$ cat src/rtl/req_arbiter4_pkg.sv
// Shared definitions for the four-requester fixed-priority arbiter:
// one-hot state encoding, requester count and state/grant conversion helpers.
package req_arbiter4_pkg;

    localparam int NUM_REQ = 4;

    typedef enum logic [4:0] {
        IDLE = 5'b00001,
        GNT0 = 5'b00010,
        GNT1 = 5'b00100,
        GNT2 = 5'b01000,
        GNT3 = 5'b10000
    } state_e;

    // Grant mask owned by a state; IDLE and illegal encodings own nothing.
    function automatic logic [NUM_REQ-1:0] owner_mask(input state_e s);
        owner_mask = {s == GNT3, s == GNT2, s == GNT1, s == GNT0};
    endfunction

    function automatic state_e onehot_to_state(input logic [NUM_REQ-1:0] win);
        case (win)
            4'b0001: onehot_to_state = GNT0;
            4'b0010: onehot_to_state = GNT1;
            4'b0100: onehot_to_state = GNT2;
            4'b1000: onehot_to_state = GNT3;
            default: onehot_to_state = IDLE;
        endcase
    endfunction

endpackage

$ cat src/rtl/req_arbiter4_prio_enc4.sv
// Combinational 4-input fixed-priority encoder; index 0 wins.
// Requests flagged in excl are ignored so the current owner cannot re-win.
module prio_enc4
    import req_arbiter4_pkg::*;
(
    input  logic [NUM_REQ-1:0] req,
    input  logic [NUM_REQ-1:0] excl,
    output logic [NUM_REQ-1:0] win,
    output logic               valid
);

    logic [NUM_REQ-1:0] cand;

    always_comb begin
        cand  = req & ~excl;
        valid = |cand;
        win   = '0;
        // Scan from lowest priority up so the highest-priority hit is the last write.
        for (int i = NUM_REQ - 1; i >= 0; i--) begin
            if (cand[i]) begin
                win    = '0;
                win[i] = 1'b1;
            end
        end
    end

endmodule

$ cat src/rtl/req_arbiter4.sv
// Four-requester fixed-priority arbiter with grant locking.
// The owner keeps its grant until it drops its request; no preemption.
module req_arbiter4
    import req_arbiter4_pkg::*;
(
    input  logic clk,
    input  logic rst,
    input  logic req_0,
    input  logic req_1,
    input  logic req_2,
    input  logic req_3,
    output logic gnt_0,
    output logic gnt_1,
    output logic gnt_2,
    output logic gnt_3
);

    logic [NUM_REQ-1:0] req_vec;
    logic [NUM_REQ-1:0] excl;
    logic [NUM_REQ-1:0] win;
    logic               win_valid;
    logic [NUM_REQ-1:0] gnt_d, gnt_q;
    state_e             state_d, state_q;

    assign req_vec = {req_3, req_2, req_1, req_0};
    assign excl    = owner_mask(state_q);

    prio_enc4 u_prio_enc4 (
        .req   (req_vec),
        .excl  (excl),
        .win   (win),
        .valid (win_valid)
    );

    always_comb begin
        // NOTE: every output gets a default first so no path leaves it unassigned (no latch).
        state_d = state_q;
        case (state_q)
            IDLE:
                state_d = win_valid ? onehot_to_state(win) : IDLE;
            GNT0, GNT1, GNT2, GNT3:
                if (|(req_vec & excl)) state_d = state_q;
                else                   state_d = win_valid ? onehot_to_state(win) : IDLE;
            default:
                state_d = IDLE;
        endcase
        // Decoding from the legal next state keeps the grant one-hot even out of a bad encoding.
        gnt_d = owner_mask(state_d);
    end

    always_ff @(posedge clk) begin
        // NOTE: synchronous reset wins over any request and clears a grant mid-ownership.
        if (rst) begin
            state_q <= IDLE;
            gnt_q   <= '0;
        end else begin
            // NOTE: non-blocking so every flop samples pre-edge values.
            state_q <= state_d;
            gnt_q   <= gnt_d;
        end
    end

    assign {gnt_3, gnt_2, gnt_1, gnt_0} = gnt_q;

endmodule

$ cat config.mk
export PLATFORM = sky130hd
export DESIGN_NAME = req_arbiter4
export DESIGN_NICKNAME = d
export VERILOG_FILES = /design/src/rtl/req_arbiter4_pkg.sv /design/src/rtl/req_arbiter4_prio_enc4.sv /design/src/rtl/req_arbiter4.sv
export SDC_FILE = /design/constraint.sdc
export NUM_CORES = 1
export LEC_CHECK = 0
export CAP_MARGIN = 15
export CORE_MARGIN = 1
export CORE_UTILIZATION = 35
export DETAILED_ROUTE_END_ITERATION = 12
export GPL_TIMING_DRIVEN = 0
export PLACE_DENSITY = 0.63
export SETUP_SLACK_MARGIN = 0.05
export SLEW_MARGIN = 20
export SYNTH_ARGS = -nofsm -noshare
export SYNTH_HDL_FRONTEND = slang
export SYNTH_HIERARCHICAL = 1
export SYNTH_SLANG_ARGS = --single-unit
export TNS_END_PERCENT = 50
$ cat constraint.sdc
create_clock -name clk -period 7.05 [get_ports clk]
set_input_delay 1.41 -clock clk [delete_from_list [all_inputs] [get_ports clk]]
set_output_delay 1.41 -clock clk [all_outputs]
set_load 0.01 [all_outputs]
## Word level (Yosys, flattened, before mapping)

Index checks and enable logic that the tools add are counted.
W data, S select, Z words.

| operators by class | value |
|---|---|
| multiplexer cells | 8 |
| reductions and logical operators | 3 |
| bitwise logic cells | 3 |
| eq/ne operators | 13 |

Operators by type and width:

| operator | count |
|---|---|
| $pmux W5 S4 | 1 |
| $mux W4 | 4 |
| $reduce_or A4 Y1 | 3 |
| $eq A5 B2 Y1 const B | 2 |
| $eq A5 B3 Y1 const B | 2 |
| $eq A5 B4 Y1 const B | 2 |
| $eq A5 B5 Y1 const B | 2 |
| $mux W5 | 2 |
| $pmux W5 S2 | 1 |
| $and A4 B4 Y4 | 2 |
| $eq A5 B1 Y1 const B | 1 |
| $eq A4 B1 Y1 const B | 1 |
| $eq A4 B2 Y1 const B | 1 |
| $eq A4 B3 Y1 const B | 1 |
| $eq A4 B4 Y1 const B | 1 |
| $not A4 Y4 | 1 |

| storage, ports and cells | value |
|---|---|
| register bits after elaboration | 9 |
| word-level logic and storage cells | 29 |
| output and inout port bits | 4 |
| bits of input ports | 6 |

## Depth between registers and ports, before layout

| logic depth | value |
|---|---|
| depth after elaboration | 13 |
| gate-level depth with buffers | 9 |
| mapped depth without buffers | 9 |

## Hierarchy

The synthesis kept the hierarchy.

By module, submodules not included:

| module | instances | area each (µm²) | sequential area each (µm²) | cells each |
|---|---|---|---|---|
| req_arbiter4 | 1 | 484.2 | 180.2 | 57 |
| prio_enc4 | 1 | 87.6 | 0.0 | 10 |

## Worst setup path before layout

No wires, ideal clock.

| path | value |
|---|---|
| path type | in2reg |
| start | input req_0 |
| end | register state_q[0] |
| required time | 6.930 ns |
| cell stages on the path | 7 |
| arrival time | 2.650 ns |
| path slack | 4.280 ns |
| setup time | 0.120 ns |
| buffers on the path | 0 |
| path through | nor2b_4 > nor3_1 > xor2_1 > o21ai_0 > nor2_1 > o21ai_0 > a211o_1 |

| on the way | value |
|---|---|
| cells in the longest elaborated chain, start to end | 7 |
| elaborated cells on any way between the ends | 13 |
| classes of those cells | eq/ne: 4; mux: 5; bitwise: 2; reduce/logical: 2 |

RTL lines:

| element | RTL line | source |
|---|---|---|
| start, declared | req_arbiter4.sv:8 | `input logic req_0,` |
| $and A4 B4 Y4 (*) | req_arbiter4_prio_enc4.sv:15 | `cand = req & ~excl;` |
| $mux W4 (*) | req_arbiter4_prio_enc4.sv:20 | `if (cand[i]) begin` |
| net win[2] | req_arbiter4.sv:20 | `logic [NUM_REQ-1:0] win;` |
| $eq A4 B4 Y1, or another cell as far along | req_arbiter4_pkg.sv:21 | `case (win)` |
| $pmux W5 S4 (*) | req_arbiter4_pkg.sv:21 |  |
| $mux W5 (*) | req_arbiter4.sv:43 | `else state_d = win_valid ? onehot_to_state(win) : IDLE;` |
| $mux W5 | req_arbiter4.sv:42 | `if (\|(req_vec & excl)) state_d = state_q;` |
| $pmux W5 S2 (*) | req_arbiter4.sv:38 | `case (state_q)` |
| end signal, assigned | req_arbiter4.sv:58 | `state_q <= state_d;` |
| end, declared | req_arbiter4.sv:23 | `state_e state_d, state_q;` |

The timed path passes the listed nets; every way through them passes the cells marked *.
A chain may end at the register's enable or synchronous reset.

## Worst setup path in the final report

| path | value |
|---|---|
| start | input req_2 |
| end | register state_q[0] |

| on the way | value |
|---|---|
| cells in the longest elaborated chain, start to end | 9 |
| elaborated cells on any way between the ends | 15 |
| classes of those cells | eq/ne: 4; mux: 7; bitwise: 2; reduce/logical: 2 |

RTL lines:

| element | RTL line | source |
|---|---|---|
| start, declared | req_arbiter4.sv:10 | `input logic req_2,` |
| $and A4 B4 Y4 (*) | req_arbiter4_prio_enc4.sv:15 |  |
| $mux W4 (*) (3 in a row) | req_arbiter4_prio_enc4.sv:20 |  |
| net win[2] | req_arbiter4.sv:20 |  |
| $eq A4 B4 Y1, or another cell as far along | req_arbiter4_pkg.sv:21 |  |
| $pmux W5 S4 (*) | req_arbiter4_pkg.sv:21 |  |
| $mux W5 (*) | req_arbiter4.sv:43 |  |
| $mux W5 | req_arbiter4.sv:42 |  |
| $pmux W5 S2 (*) | req_arbiter4.sv:38 |  |

Marked as above.

==> summary.txt <==
Detailed routing
  – Detailed-route vias per instance: 5.28
  – DR pass1 iterations: 3
  – ANT nets after route: 0
  – Drt total wl: 1160 um
  – DR WL/cell: approximately 12 um
  – Starting DRT DRC Count: 3
  – Detailed-route DRC error count: 0
  – DR vias: 507

STA
  – Worst Tran Pin Value: 0.619 ns
  – Tmin final: 3.21 ns
  – Crit share post-route: 45.6%
  – Fmax: just over 0.3 GHz
  – Max Slew Vio Count: 0
  – Worst Skew: 0.00219 ns
  – Setup TNS: 0 ns
  – Slew margin rel.: about three fifths
  – RSZ-0062 raised after global routing: no
  – Setup violators final: 0
  – Final worst slack: around 3.8 ns
  – Final Hold Vio Count: 0

Cells and area
  – Nets@finish: 87
  – Design area: between 700 and 800 um^2
  – Diode count: 0
  – Share of cells above drive strength 1: 8.75%
  – Area Growth Syn to Fin: 23.9%
  – Fill cells: 156

GRT
  – Overflow left after global routing: 0
  – Via count of the first global-routing pass: about 470
  – Global Route Usage Sum: 13.7%
  – First-pass GRT wire length: 1900 um
  – Initial antenna violation count: 0
  – Largest net degree at the start of global routing: 11

Logic synthesis
  – Syn nets: 73
  – Largest family of logic cells by synthesized area: simple AND/OR/NAND/NOR gates
  – Register area share after synthesis: 31.5%
  – Synth Register Bits: 9
  – Average size of a mapped cell: roughly 8.5 um^2
  – Simple-gate share of the synthesized area: 41.1%
  – Post-Synth Adder-Cell Area: 0%
  – Cells after synthesis: 67
  – Compound-Gate Fraction of Synth Area: between 20% and 30%
  – Yosys top cell by area: dfxtp_1
  – Mux cell area share after synthesis: 0%
  – Synth warn: 6
  – Mapped Area: 572 um^2
  – Synth Area in XOR/XNOR: approximately 3.1%
  – Distinct cell type count after synthesis: 24
  – Ranking of synthesized cells by area: dfxtp_1 (32%), nand3b_1 (11%), o21ai_1 (7.0%), nor3b_1 (5.3%), a2111oi_4 (4.8%)
  – Synth top area share: 31.5%

Run
  – Number of max-cap violations: 0

Clocking
  – Clk buf depth: 2
  – Post-CTS Setup Bufs: 0
  – Clk_lat worst skew: 0.26 ns
  – Cell chosen for the clock root: clkbuf_4
  – H-tree levels: 1
  – Reg clk slew, reported paths: 0.06 ns
  – Post-CTS sizing: 0
  – Hold_buf cts: 0
  – Clock sinks: 9
  – TritonCTS buffer count: 3
  – CTS tree: built

Floorplan
  – Die area: roughly 1800 um^2
  – Top Ports: 10
  – Die Y: 42.4 um
  – Rows: 14
  – Area of the core: 1520 um^2
  – Starting density of the core: 37.5%
  – Die W: 42.4 um

Setup path
  – CP Capture Type: register
  – Critical path class: in -> reg
  – Critical Path RT: 7.20 ns
  – Worst Path Arrival: around 3.4 ns
  – CP Max Fanout: 6
  – Crit start category: input port

Placed design
  – Pre-CTS setup slack: between 3 and 4 ns
  – DPL Wire Length: 917 um
  – I/O Buffers: 9
  – Routability-driven placement congestion ratio: 0.754
  – Area post-placement: 682 um^2

Power
  – Lkg Pwr: 0.252 nW
  – Net Sw Frac: a little over a quarter
  – Total net switching power: roughly 0.032 mW
  – Comb pwr share: 20.4%
  – Internal power: 0.0861 mW
  – Pwr/cell area: ~170 nW/um^2
  – Peak VDD IR: ~0.11 mV
  – Flop pwr share: 46.8%
  – Clock share of power: 32.8%

Outcome
  – Status: complete, no violations

Worst hold path
  – Class of the worst hold path: reg -> reg
==> registers in the layout, indices dropped and copies added, names as in the netlist <==
| name | count |
|---|---|
| gnt_q | 4 |
| state_q | 5 |
==> routing by layer <==
metal | wire length, um | global-route usage [%] | share of wire (%) | vias to the layer above
li1 | - | - | - | 276
met1 | 632 | 18.9 | 54 | 224
met2 | 503 | 20.9 | 43 | 7
met3 | 29 | 3.88 | 2.5 | 0
met4 | 0 | 3.75 | 0 | 0
met5 | 0 | 0 | 0 | -
==> power by group through the flow <==
stage          combinational [mW]  sequential [mW]  clock, mW
2_1_floorplan              0.0157           0.0561          0
3_3_place_gp               0.0240           0.0562          0
3_5_place_dp               0.0243           0.0563          0
4_1_cts                    0.0243           0.0552     0.0397
5_1_grt                    0.0270           0.0555     0.0427
6_report                   0.0241           0.0552     0.0387
==> worst max-delay path: stages <==
cell and delay (ns):
clkdlybuf4s50_1 0.57, nand2b_1 0.10, nor3_1 0.53, xor2_1 0.19
o21ai_0 0.08, nor2_1 0.08, o21ai_0 0.09, a211o_1 0.30
==> path summary, 6_finish.rpt <==
| kind | start | end | slack, ns | depth (start not counted) |
|---|---|---|---|---|
| worst max-delay path | req_2 | state_q[0] | 3.84 | 8 |
| worst min-delay path | state_q[0] | state_q[0] | 0.74 | 3 |
| worst max register to register | state_q[1] | state_q[0] | 4.39 | 9 |
| worst min register to register | state_q[0] | state_q[0] | 0.74 | 3 |
==> cell usage in the layout (no fill, tap or decap) <==
cell             count
dfxtp_1              9
clkdlybuf4s50_1      9
nand3b_1             8
o21ai_1              8
nor2_1               6
nor3b_1              4
o21ai_0              4
clkbuf_4             3
nand2b_1             3
nor3_1               2
and3b_1              2
xor2_1               2
a211o_1              2
nand2_1              2
a21oi_1              2
nor4b_1              2
nand3_1              2
or3_1                1
or2_1                1
o21bai_2             1
a21oi_2              1
clkbuf_1             1
nor2b_4              1
nor2b_1              1
nand4b_1             1
inv_1                1
a2111oi_4            1
==> area by class of cell <==
type                       instances  area [um^2]  area share, %
sequential                         9          180           25.4
inverter                           1         3.75          0.530
multi-input combinational         57          388           54.8
tap                               16         20.0           2.83
clock buffer                       4         26.3           3.71
timing repair buffer               9         90.1           12.7
==> per-stage QoR <==
step,utilization (%),hold slack (ns),std cells,total power [mW]
finish,46.5,0.736,96,0.118
global route,46.5,0.784,96,0.125
CTS,46.5,0.735,96,0.119
detailed placement,44.7,0.721,92,0.0806
global placement,44.7,0.716,92,0.0802
floorplan,-,0.654,67,0.0718
==> cell usage after synthesis <==
library cell / n
dfxtp_1: 9
nand3b_1: 8
o21ai_1: 8
nor2_1: 6
nor3b_1: 4
o21ai_0: 4
nand2b_1: 3
a211o_1: 2
a21oi_1: 2
and3b_1: 2
nand2_1: 2
nand3_1: 2
nor3_1: 2
nor4b_1: 2
xor2_1: 2
a2111oi_4: 1
a21oi_2: 1
inv_1: 1
nand4b_1: 1
nor2b_1: 1
nor2b_4: 1
o21bai_2: 1
or2_1: 1
or3_1: 1
==> kinds of logic after synthesis <==
group | Yosys count
AND/OR/NAND/NOR | 36
XOR/XNOR | 2
buffers and inverters | 1
flip-flops | 9
AO/OA/AOI/OAI | 19
(Power assumes the default switching activity.)
